File: config.mk
export PLATFORM = sky130hd
export DESIGN_NAME = mem_port_arbiter
export DESIGN_NICKNAME = d
export VERILOG_FILES = /design/src/rtl/mem_arb_pkg.sv /design/src/rtl/mem_port_arbiter_latency_counter.sv /design/src/rtl/mem_port_arbiter.sv
export SDC_FILE = /design/constraint.sdc
export NUM_CORES = 1
export LEC_CHECK = 0
export BUFFER_PORTS_ARGS = -buffer_cell sky130_fd_sc_hd__clkbuf_2
export CAP_MARGIN = 10
export CORE_MARGIN = 8
export CORE_UTILIZATION = 47
export DETAILED_ROUTE_END_ITERATION = 12
export GPL_TIMING_DRIVEN = 0
export PLACE_DENSITY_LB_ADDON = 0.25
export SLEW_MARGIN = 20
export SYNTH_ARGS = -nofsm -noshare
export SYNTH_HDL_FRONTEND = slang
export SYNTH_HIERARCHICAL = 1
export SYNTH_SLANG_ARGS = --single-unit
File: constraint.sdc
create_clock -name clk -period 2.1 [get_ports clk]
set_input_delay 0.105 -clock clk [delete_from_list [all_inputs] [get_ports clk]]
set_output_delay 0.105 -clock clk [all_outputs]
set_load 0.05 [all_outputs]
File: src/rtl/mem_arb_pkg.sv
// Shared types for the memory port arbiter: FSM states, requester ids and
// the width of the access latency counter.
package mem_arb_pkg;

    typedef enum logic [1:0] {
        ARB_IDLE,
        ARB_ACCESS,
        ARB_DONE
    } arb_state_t;

    typedef enum logic {
        REQ_CORE,
        REQ_LDR
    } req_id_t;

    localparam int LAT_CNT_WIDTH = 4;

    function automatic req_id_t other_requester(input req_id_t id);
        return (id == REQ_CORE) ? REQ_LDR : REQ_CORE;
    endfunction

endpackage

File: src/rtl/mem_port_arbiter_latency_counter.sv
// Counts the cycles of one memory access and flags the last one
// (count == MEM_LATENCY-1) so the arbiter can leave ACCESS.
module latency_counter
    import mem_arb_pkg::*;
#(
    parameter int MEM_LATENCY = 2
) (
    input  logic clk,
    input  logic rst,
    input  logic clear,
    input  logic enable,
    output logic terminal
);

    localparam logic [LAT_CNT_WIDTH-1:0] TC_VALUE = LAT_CNT_WIDTH'(MEM_LATENCY - 1);

    logic [LAT_CNT_WIDTH-1:0] count;

    always_ff @(posedge clk) begin
        if (rst || clear) begin
            count <= '0;
        end else if (enable) begin
            count <= count + 1'b1;
        end
    end

    assign terminal = (count == TC_VALUE);

endmodule

File: src/rtl/mem_port_arbiter.sv
// Round-robin arbiter sharing the single-port program/data memory between
// the core datapath and the boot/debug loader, with registered strobes.
module mem_port_arbiter
    import mem_arb_pkg::*;
#(
    parameter int ADDR_WIDTH  = 13,
    parameter int DATA_WIDTH  = 8,
    parameter int MEM_LATENCY = 2
) (
    input  logic                  clk,
    input  logic                  rst,
    input  logic                  core_req,
    input  logic                  core_we,
    input  logic [ADDR_WIDTH-1:0] core_addr,
    input  logic [DATA_WIDTH-1:0] core_wdata,
    output logic                  core_ack,
    output logic [DATA_WIDTH-1:0] core_rdata,
    input  logic                  ldr_req,
    input  logic                  ldr_we,
    input  logic [ADDR_WIDTH-1:0] ldr_addr,
    input  logic [DATA_WIDTH-1:0] ldr_wdata,
    output logic                  ldr_ack,
    output logic [DATA_WIDTH-1:0] ldr_rdata,
    output logic [ADDR_WIDTH-1:0] mem_address,
    output logic [DATA_WIDTH-1:0] mem_wdata,
    output logic                  mem_read,
    output logic                  mem_write,
    input  logic [DATA_WIDTH-1:0] mem_rdata,
    output logic                  busy
);

    arb_state_t state, state_next;
    req_id_t    last_grant, last_grant_next;
    req_id_t    owner, owner_next;
    req_id_t    grant_id;
    logic       grant_valid;
    logic       we_q, we_next;
    logic       lat_done;

    logic [ADDR_WIDTH-1:0] addr_next;
    logic [DATA_WIDTH-1:0] wdata_next;
    logic [DATA_WIDTH-1:0] core_rdata_next, ldr_rdata_next;
    logic                  mem_read_next, mem_write_next;
    logic                  core_ack_next, ldr_ack_next;

    latency_counter #(
        .MEM_LATENCY(MEM_LATENCY)
    ) u_latency_counter (
        .clk     (clk),
        .rst     (rst),
        .clear   (state != ARB_ACCESS),
        .enable  (state == ARB_ACCESS),
        .terminal(lat_done)
    );

    // On a tie the requester that did not win last time goes first.
    always_comb begin
        grant_valid = core_req | ldr_req;
        if (core_req && ldr_req) begin
            grant_id = other_requester(last_grant);
        end else if (core_req) begin
            grant_id = REQ_CORE;
        end else begin
            grant_id = REQ_LDR;
        end
    end

    always_comb begin
        state_next      = state;
        last_grant_next = last_grant;
        owner_next      = owner;
        we_next         = we_q;
        addr_next       = mem_address;
        wdata_next      = mem_wdata;
        core_rdata_next = core_rdata;
        ldr_rdata_next  = ldr_rdata;
        mem_read_next   = 1'b0;
        mem_write_next  = 1'b0;
        core_ack_next   = 1'b0;
        ldr_ack_next    = 1'b0;

        case (state)
            ARB_IDLE: begin
                if (grant_valid) begin
                    state_next      = ARB_ACCESS;
                    last_grant_next = grant_id;
                    owner_next      = grant_id;
                    if (grant_id == REQ_CORE) begin
                        we_next    = core_we;
                        addr_next  = core_addr;
                        wdata_next = core_wdata;
                    end else begin
                        we_next    = ldr_we;
                        addr_next  = ldr_addr;
                        wdata_next = ldr_wdata;
                    end
                    mem_read_next  = ~we_next;
                    mem_write_next = we_next;
                end
            end

            // Strobes stay up until the final access cycle, where read data is captured.
            ARB_ACCESS: begin
                if (lat_done) begin
                    state_next = ARB_DONE;
                    if (!we_q) begin
                        if (owner == REQ_CORE) begin
                            core_rdata_next = mem_rdata;
                        end else begin
                            ldr_rdata_next = mem_rdata;
                        end
                    end
                    core_ack_next = (owner == REQ_CORE);
                    ldr_ack_next  = (owner == REQ_LDR);
                end else begin
                    mem_read_next  = ~we_q;
                    mem_write_next = we_q;
                end
            end

            ARB_DONE: begin
                state_next = ARB_IDLE;
            end

            default: begin
                state_next = ARB_IDLE;
            end
        endcase
    end

    always_ff @(posedge clk) begin
        if (rst) begin
            state       <= ARB_IDLE;
            last_grant  <= REQ_LDR;
            owner       <= REQ_CORE;
            we_q        <= 1'b0;
            mem_address <= '0;
            mem_wdata   <= '0;
            mem_read    <= 1'b0;
            mem_write   <= 1'b0;
            core_ack    <= 1'b0;
            ldr_ack     <= 1'b0;
            core_rdata  <= '0;
            ldr_rdata   <= '0;
        end else begin
            state       <= state_next;
            last_grant  <= last_grant_next;
            owner       <= owner_next;
            we_q        <= we_next;
            mem_address <= addr_next;
            mem_wdata   <= wdata_next;
            mem_read    <= mem_read_next;
            mem_write   <= mem_write_next;
            core_ack    <= core_ack_next;
            ldr_ack     <= ldr_ack_next;
            core_rdata  <= core_rdata_next;
            ldr_rdata   <= ldr_rdata_next;
        end
    end

    assign busy = (state != ARB_IDLE);

endmodule

==> flow_summary.toml, run 1 <==
[setup_path]
rr_worst_depth = 7
cp-start-kind = "register"
crit_fanout = 8
crit_type = "reg2reg"
arrival_ps = 2080
cp.required_ps = 2290
cpMaxStageDelayCell = "dfxtp_1"
crit_chain = "ha_1 -> nor3b_4 -> nand4bb_1 -> or2_1 -> buf_2 -> mux2i_1 -> nor2_1"
cpPeakStageDelay_ps = 420
cp-end-kind = "register"
regToRegSetupSlack_ps = 210

[sta]
fin_crit_ps = 1890
holdWs_ps = 38.8
rsz0062_at_grt = "no"
tightest_slew_ps = 714
setup_viol = 0
fin_crit_sh_pct = 90.0
drv_slew = 0
fin_skew_ps = 9.52
max_clock_freq_mhz = 529
slew_headroom_pct = 52.4
fin_setup_tns_ps = 0
final_hold_viol_count = 0

[routing]
viasPerCell = 5.19
route.detailed.drc = 0
detail-route-antenna-nets = 0
vias = 2025
wl_per_cell_um = 15.0
wl_mm = 5.85
drt-initial-drc-count = 85
drtPass1Iterations = 4

[global_route]
antenna_found_initial = 0
grt_max_degree = 16
grt-ovfl-total = 0
grt_pass1_vias = 2125
grt_use_total_pct = 16.3
grt_pass1_wl_mm = 9.62

[synthesis]
synth_cell_type_count = 37
yosysSeqAreaShare_pct = 45.3
ys_async_sr_fraction_pct = 0
syn_nets = 289
synthesis.instances = 231
synth_area_um2 = 2210
ys.flop_type = "dfxtp_1"
synth_warnings = 6
synth-edff-count = 0
synth_top_area_cell = "dfxtp_1"
synth.top_cell.area_share_pct = 45.3
synth_area_per_cell_um2 = 9.56
ys_seq_elements = 50
synth.area.top_cells = "dfxtp_1 (45%), a311oi_2 (11%), nor2_1 (7.3%), mux2i_1 (7.3%), nand3_1 (5.0%)"

[power_and_ir_drop]
cellPowerDensity_nw_per_um2 = 771
total_leakage_power_nw = 1.35
ir_drop_mv = 0.489
power_mw = 2.21

[clocking]
postCtsSetupBuffers = 0
clockBufferDepth = 2
cts_tree = "built"
postCtsHoldBufs = 0
cts_resized = 1
cts_root_buf = "clkbuf_8"
numCtsBuffers = 5
cts_sinks = 50
cts-htree-levels = 2
path_clk_slew_ps = 100
worstSkewPairLatency_ps = 310

[place]
io_buffers = 97
dpl.hpwl_mm = 4.50
dp.cells = 382
place_congestion = 0.778

[min_path]
hp-class = "in2reg"
hold_depth = 3

[final_layout]
antenna_cells = 0
final_cell_mix = "clkbuf_2 (98), dfxtp_1 (50), nor2_1 (43), nand3_1 (22), nand2_1 (22)"
final_common_cell = "clkbuf_2"
syn_to_final_growth_pct = 29.9
instances_no_fill = 390
drive_gt1_share_pct = 42.0
fin_nets = 393
fillCellCount = 419

[floorplan]
dieArea_um2 = 7150
die_h_um = 84.5
rows = 25
top_level_ports = 98
die_w_um = 84.5
start_util_pct = 47.7
coreArea_um2 = 4630

[run_status]
outcome = "completed"

[job]
cap_violations = 0
[through the flow]
step	instance area, um^2	worst slack [ps]	utilization (%)
floorplan	2210	308	-
detailed placement	2760	-118	59.6
CTS	2860	117	61.8
global route	2870	21.1	61.9
finish	2870	210	61.9
global placement	2760	31.8	59.6
[report_power, final]
group	internal, mW	leakage (nW)	switching [mW]
Combinational	0.185	0.888	0.390
Clock	0.265	0.0472	0.327
Sequential	1.01	0.410	0.0345
Total	1.46	1.35	0.752
[state kept, by name, summed over array words and instances (netlist names)]
| register | cells |
|---|---|
| state | 2 |
| ldr_ack | 1 |
| core_rdata | 8 |
| mem_wdata | 8 |
| u_latency_counter/count | 4 |
| mem_address | 13 |
| ldr_rdata | 8 |
| mem_read | 1 |
| owner | 1 |
| core_ack | 1 |
| we_q | 1 |
| last_grant | 1 |
| mem_write | 1 |
[logic make-up after synthesis]
| kind of cell | Yosys count | share of synthesized area, % |
|---|---|---|
| AO/OA/AOI/OAI | 31 | 16.4 |
| buffers and inverters | 20 | 4.93 |
| AND/OR/NAND/NOR | 110 | 24.0 |
| multiplexers | 17 | 7.76 |
| flip-flops | 50 | 45.3 |
| adder cells (fa/ha/maj) | 2 | 1.13 |
| XOR/XNOR | 1 | 0.397 |
[critical path: cells and delay by family (launching register included)]
kind | cells | cell delay (ps)
flip-flops | 1 | 420
multiplexers | 1 | 190
buffers and inverters | 1 | 210
adder cells (fa/ha/maj) | 1 | 180
AND/OR/NAND/NOR | 4 | 780
[Yosys cell counts (2+ instances only)]
master    count
a211oi_1      2
a21oi_1       2
a311oi_1      5
a311oi_2     16
and2_1        3
buf_2         5
buf_4         3
buf_6         2
clkbuf_1      6
dfxtp_1      50
ha_1          2
inv_1         3
mux2i_1      16
nand2_1      22
nand2b_1      3
nand3_1      22
nor2_1       43
nor3_1        2
nor3b_1       4
or2_1         2
or2_4         2
[worst paths after layout]
| kind | startpoint | endpoint |
|---|---|---|
| worst max-delay path | u_latency_counter/count[0] | ldr_rdata[0] |
| worst max register to register | u_latency_counter/count[0] | ldr_rdata[0] |
| worst min register to register | ldr_rdata[4] | ldr_rdata[4] |
| worst min-delay path | mem_rdata[4] | ldr_rdata[4] |
[per-layer routing]
metal,share of wire [%],wire (um),GRT usage (%),up-vias
met2,45,2660,26.7,83
met4,0.84,49,4.69,0
li1,-,-,-,1023
met5,0,0,0,-
met1,43,2530,18.2,914
met3,10,608,8.10,5
[final cells by class]
| type | instances | area [um^2] | area share (%) |
|---|---|---|---|
| flip-flops and latches | 50 | 1000 | 34.9 |
| inverters | 3 | 11.3 | 0.393 |
| plain buffers | 17 | 97.6 | 3.40 |
| clock buffers | 6 | 82.6 | 2.88 |
| repair buffers | 97 | 485 | 16.9 |
| well taps | 54 | 67.6 | 2.36 |
| clock inverters | 2 | 12.5 | 0.436 |
| multi-input cells | 161 | 1110 | 38.7 |
Note: power is estimated with default switching activity, not from simulation.
==> inputs of run 2 (changes only) <==
Settings changed: CORE_UTILIZATION 47 to 45, SYNTH_HIERARCHICAL 1 to unset.
==> flow_summary.toml, run 2 <==
[run_status]
outcome = "completed"

[place]
placedInstanceArea_um2 = 2550
dp.cells = 375
dpl.hpwl_mm = 4.19
place_congestion = 0.785
place_ws_ps = -3.12
io_buffers = 96

[power_and_ir_drop]
cellPowerDensity_nw_per_um2 = 836
internal_power_mw = 1.52
ir_drop_mv = 0.402
p_clk_share_pct = 29.5
seqPwrFrac_pct = 46.7
power_mw = 2.25
combPwrFrac_pct = 23.8
p_sw_uw = 724
total_leakage_power_nw = 1.28
netSwitchingFraction_pct = 32.2

[sta]
rsz0062_at_grt = "yes"
fin_ws_ps = 83.2
max_clock_freq_mhz = 496
tightest_slew_ps = 477
final_hold_viol_count = 0
fin_setup_tns_ps = 0
fin_skew_ps = 5.75
setup_viol = 0
slew_headroom_pct = 68.2
fin_crit_sh_pct = 96.0
fin_crit_ps = 2020
holdWs_ps = 40.9
drv_slew = 0

[setup_path]
crit_fanout = 8
cpMaxStageDelayCell = "or4_1"
crit_family = "simple AND/OR/NAND/NOR gates"
cpPeakStageDelay_ps = 490
cp.required_ps = 2280
crit_type = "reg2reg"
cp-start-kind = "register"
path_buf_inv = 3
arrival_ps = 2200
crit_chain = "inv_1 -> ha_1 -> or3b_1 -> buf_2 -> or4_1 -> buf_6 -> mux2i_2 -> nor2_1"
cp-end-kind = "register"

[routing]
viasPerCell = 5.09
drtPass1Iterations = 4
route.detailed.drc = 0
detail-route-antenna-nets = 0
wl_per_cell_um = 13.9
wl_mm = 5.33
drt-initial-drc-count = 89
vias = 1959

[final_layout]
antenna_cells = 0
multi_input_area_um2 = 930
drive_gt1_share_pct = 33.9
register_area_um2 = 1000
postLayoutCellArea_um2 = 2690
top_register = "mem_address"
fin_nets = 390
final_cell_mix = "clkbuf_2 (96), dfxtp_1 (49), nor2_1 (47), nand2_1 (24), nand3_1 (22)"
final_common_cell = "clkbuf_2"
largest_register_ffs = 13
final_core_util_pct = 62.2
fillCellCount = 402
syn_to_final_growth_pct = 34.1
instances_no_fill = 385

[global_route]
grt_use_total_pct = 15.9
grt_pass1_vias = 1983
grt_pass1_wl_mm = 8.61
grt_max_degree = 16
antenna_found_initial = 0
grt-ovfl-total = 0

[floorplan]
die_w_um = 82.8
die_h_um = 82.8
start_util_pct = 46.4
coreArea_um2 = 4320
top_level_ports = 98
rows = 24
dieArea_um2 = 6850

[synthesis]
synth_warnings = 0
ys_seq_elements = 50
yosysSeqAreaShare_pct = 49.9
synth_cell_type_count = 29
synth.most_common_cell = "dfxtp_1"
synth_area_per_cell_um2 = 8.84
synth_top_area_cell = "dfxtp_1"
synth.area.top_cells = "dfxtp_1 (50%), a311oi_1 (9.2%), nor2_1 (9.0%), mux2i_1 (8.0%), nand3_1 (5.5%)"
synth.top_cell.area_share_pct = 49.9
synth_common_cells = "dfxtp_1 (50), nor2_1 (48), nand2_1 (24)"
ys_async_sr_fraction_pct = 0
synth_area_um2 = 2010
synthesis.instances = 227
synth-edff-count = 0
syn_nets = 285
ys.flop_type = "dfxtp_1"

[clocking]
numCtsBuffers = 5
clockBufferDepth = 2
path_clk_slew_ps = 90
cts_sinks = 50
cts-htree-levels = 2
worstSkewPairLatency_ps = 300
cts_tree = "built"
cts_root_buf = "clkbuf_8"

[job]
cap_violations = 0

[min_path]
hp-class = "in2reg"
[run 2: cell types whose count changed in the layout (fill, tap and decap cells not counted), sizes merged, moves of 2 or more]
cell,delta
and2,-2
buf,-6
clkbuf,+9
nor2,+2
nor3b,-4
[run 2: final cells by class]
type	count	share of cell area, %
Inverter	2	0.279
Sequential cell	50	37.3
Timing Repair Buffer	98	18.4
Clock buffer	6	2.70
Multi-Input combinational cell	156	34.6
Clock inverter	2	1.40
Buffer	19	2.98
Tap cell	52	2.42
[run 2: what timing repair did]
| action | in CTS | in global routing |
|---|---|---|
| setup endpoints to repair | 6 | 17 |
| hold buffers | 0 | 0 |
| buffers inserted | 0 | 2 |
| gates resized for setup | 0 | 6 |
| pin swaps | 1 | 1 |
[run 2: worst paths after layout]
kind / cells past startpoint / end / from / slack (ps)
max: 8 / ldr_rdata[1] / u_latency_counter.count[1] / 80
min: 3 / mem_wdata[5] / ldr_wdata[5] / 40
max reg2reg: 8 / ldr_rdata[1] / u_latency_counter.count[1] / 80
min reg2reg: 1 / u_latency_counter.count[0] / u_latency_counter.count[0] / 450
[run 2: metal layers]
| layer | track usage (%) | wire length [um] | vias to the layer above |
|---|---|---|---|
| met4 | 5.17 | 34 | 0 |
| met5 | 0 | 0 | - |
| met2 | 24.7 | 2360 | 85 |
| met1 | 19.1 | 2330 | 872 |
| li1 | - | - | 998 |
| met3 | 7.36 | 608 | 4 |
[run 2: cells by family after synthesis]
kind of cell / share of synthesized area [%]
fa+ha+maj: 1.25
flops: 49.9
compound gates: 11.7
mux: 7.98
xor+xnor: 0.874
buf+inv: 4.05
simple gates: 24.3
[run 2: power groups by stage]
stage / registers, mW / clock network, mW / logic (mW)
2_1_floorplan: 1.26 / 0 / 0.189
3_3_place_gp: 1.07 / 0 / 0.535
3_5_place_dp: 1.07 / 0 / 0.537
4_1_cts: 1.05 / 0.682 / 0.538
5_1_grt: 1.06 / 0.731 / 0.581
6_report: 1.05 / 0.662 / 0.536
[run 2: worst reg2reg max path, delay by kind of cell (launching register included)]
| family | cells | cell delay (ps) |
|---|---|---|
| buffers and inverters | 3 | 390 |
| AND/OR/NAND/NOR | 3 | 870 |
| adder cells (fa/ha/maj) | 1 | 120 |
| flip-flops | 1 | 330 |
| multiplexers | 1 | 180 |
==> inputs of run 3 (changes only) <==
Settings changed: BUFFER_PORTS_ARGS -buffer_cell sky130_fd_sc_hd__clkbuf_2 to unset, CAP_MARGIN 10 to unset, CORE_UTILIZATION 45 to 61, DONT_BUFFER_PORTS set to 1.
==> flow_summary.toml, run 3 (synthesized netlist as in run 2, its figures left out) <==
[floorplan]
dieArea_um2 = 5380
start_util_pct = 61.6
coreArea_um2 = 3260
die_h_um = 73.3
rows = 21
die_w_um = 73.3
top_level_ports = 98

[setup_path]
regToRegSetupSlack_ps = 90
cp-end-kind = "register"
crit_type = "reg2reg"
cp.required_ps = 2350
arrival_ps = 2250
cp-start-kind = "register"
crit_fanout = 8

[final_layout]
final_cell_mix = "dlygate4sd3_1 (51), dfxtp_1 (49), nor2_1 (47), nand2_1 (24), nand3_1 (22)"
final_common_cell = "dlygate4sd3_1"
syn_to_final_growth_pct = 35.5
drive_gt1_share_pct = 6.27
final_core_util_pct = 83.4
fin_nets = 344
top_register = "mem_address"
antenna_cells = 0
instances_no_fill = 333
largest_register_ffs = 13

[global_route]
grt-ovfl-total = 0
grt_max_degree = 17
grt_pass1_wl_mm = 10.0
antenna_found_initial = 0
grt_pass1_vias = 2053
grt_use_total_pct = 23.7

[power_and_ir_drop]
total_leakage_power_nw = 1.09
power_mw = 2.28
ir_drop_mv = 0.578
cellPowerDensity_nw_per_um2 = 837

[sta]
fin_skew_ps = 15.7
setup_viol = 0
rsz0062_at_grt = "no"
drv_slew = 0
fin_crit_ps = 2010
fin_crit_sh_pct = 95.6
slew_headroom_pct = 59.6
final_hold_viol_count = 0
tightest_slew_ps = 606
max_clock_freq_mhz = 498

[clocking]
path_clk_slew_ps = 140
clockBufferDepth = 2
cts_tree = "built"
cts_sinks = 50
numCtsBuffers = 5
cts_root_buf = "clkbuf_4"
cts-htree-levels = 2
worstSkewPairLatency_ps = 360

[routing]
viasPerCell = 5.94
wl_mm = 6.39
vias = 1977
detail-route-antenna-nets = 0
drtPass1Iterations = 7
wl_per_cell_um = 19.2
drt-initial-drc-count = 161
route.detailed.drc = 0

[place]
dpl.hpwl_mm = 3.69
io_buffers = 0
dp.cells = 273
place_congestion = 0.748

[min_path]
hp-class = "in2reg"

[job]
cap_violations = 0

[run_status]
outcome = "completed"
run 3: changes by cell type in the layout (fill, tap and decap cells not counted), sizes merged:
cell         previous run  this run
clkbuf                119        22
dlygate4sd3             0        51
buf                     4         3
bufinv                  1         2
clkinv                  0         1
clkinvlp                1         0
run 3: critical path, cell delays in order, from the launching register on:
cell	delay (ps)
dfxtp_1	350
inv_1	50
ha_1	120
or3b_1	340
buf_2	170
or4_1	490
buf_6	170
mux2i_1	170
nor2_1	60
run 3: layer usage:
layer,vias to the layer above,GRT usage (%),part of all wire [%]
li1,912,-,-
met1,912,24.6,35
met2,135,40.5,50
met3,18,10.2,11
met4,0,10.2,2.9
met5,-,0,0
run 3: timing repair:
action,4_1_cts,5_1_grt
endpoints found under the setup margin,24,32
hold buffers,51,0
buffers inserted,0,1
hold endpoints to repair,37,0
pin swaps,1,1
gates resized for setup,1,9
run 3: final timing paths:
check	startpoint	to	cells past startpoint
setup / recovery	u_latency_counter.count[1]	ldr_rdata[1]	8
hold / removal	ldr_we	mem_write	2
setup reg to reg	u_latency_counter.count[1]	ldr_rdata[1]	8
hold reg to reg	u_latency_counter.count[0]	u_latency_counter.count[0]	1
run 3: power by group:
group          internal [mW]  switching [mW]  total, mW  leakage, nW
clock network          0.373           0.306      0.679       0.0554
registers               1.01           0.245       1.26        0.410
logic                  0.151           0.186      0.338        0.623
run 3: metrics by stage:
step	cell area, um^2	hold WS (ps)	setup TNS [ps]	setup WS (ps)
finish	2720	12.8	0	92.0
global placement	2060	254	-176	-31.7
CTS	2680	6.08	0	31.6
floorplan	2010	249	0	176
global route	2720	6.35	0	14.8
detailed placement	2060	263	-506	-55.8
run 3: layout make-up:
type / count / area, um^2
Sequential cell: 50 / 1000
Fill cell: 200 / 541
Timing Repair Buffer: 52 / 531
Buffer: 19 / 82.6
Inverter: 2 / 7.51
Clock inverter: 3 / 68.8
Clock buffer: 5 / 37.5
Multi-Input combinational cell: 156 / 931
Tap cell: 46 / 57.6
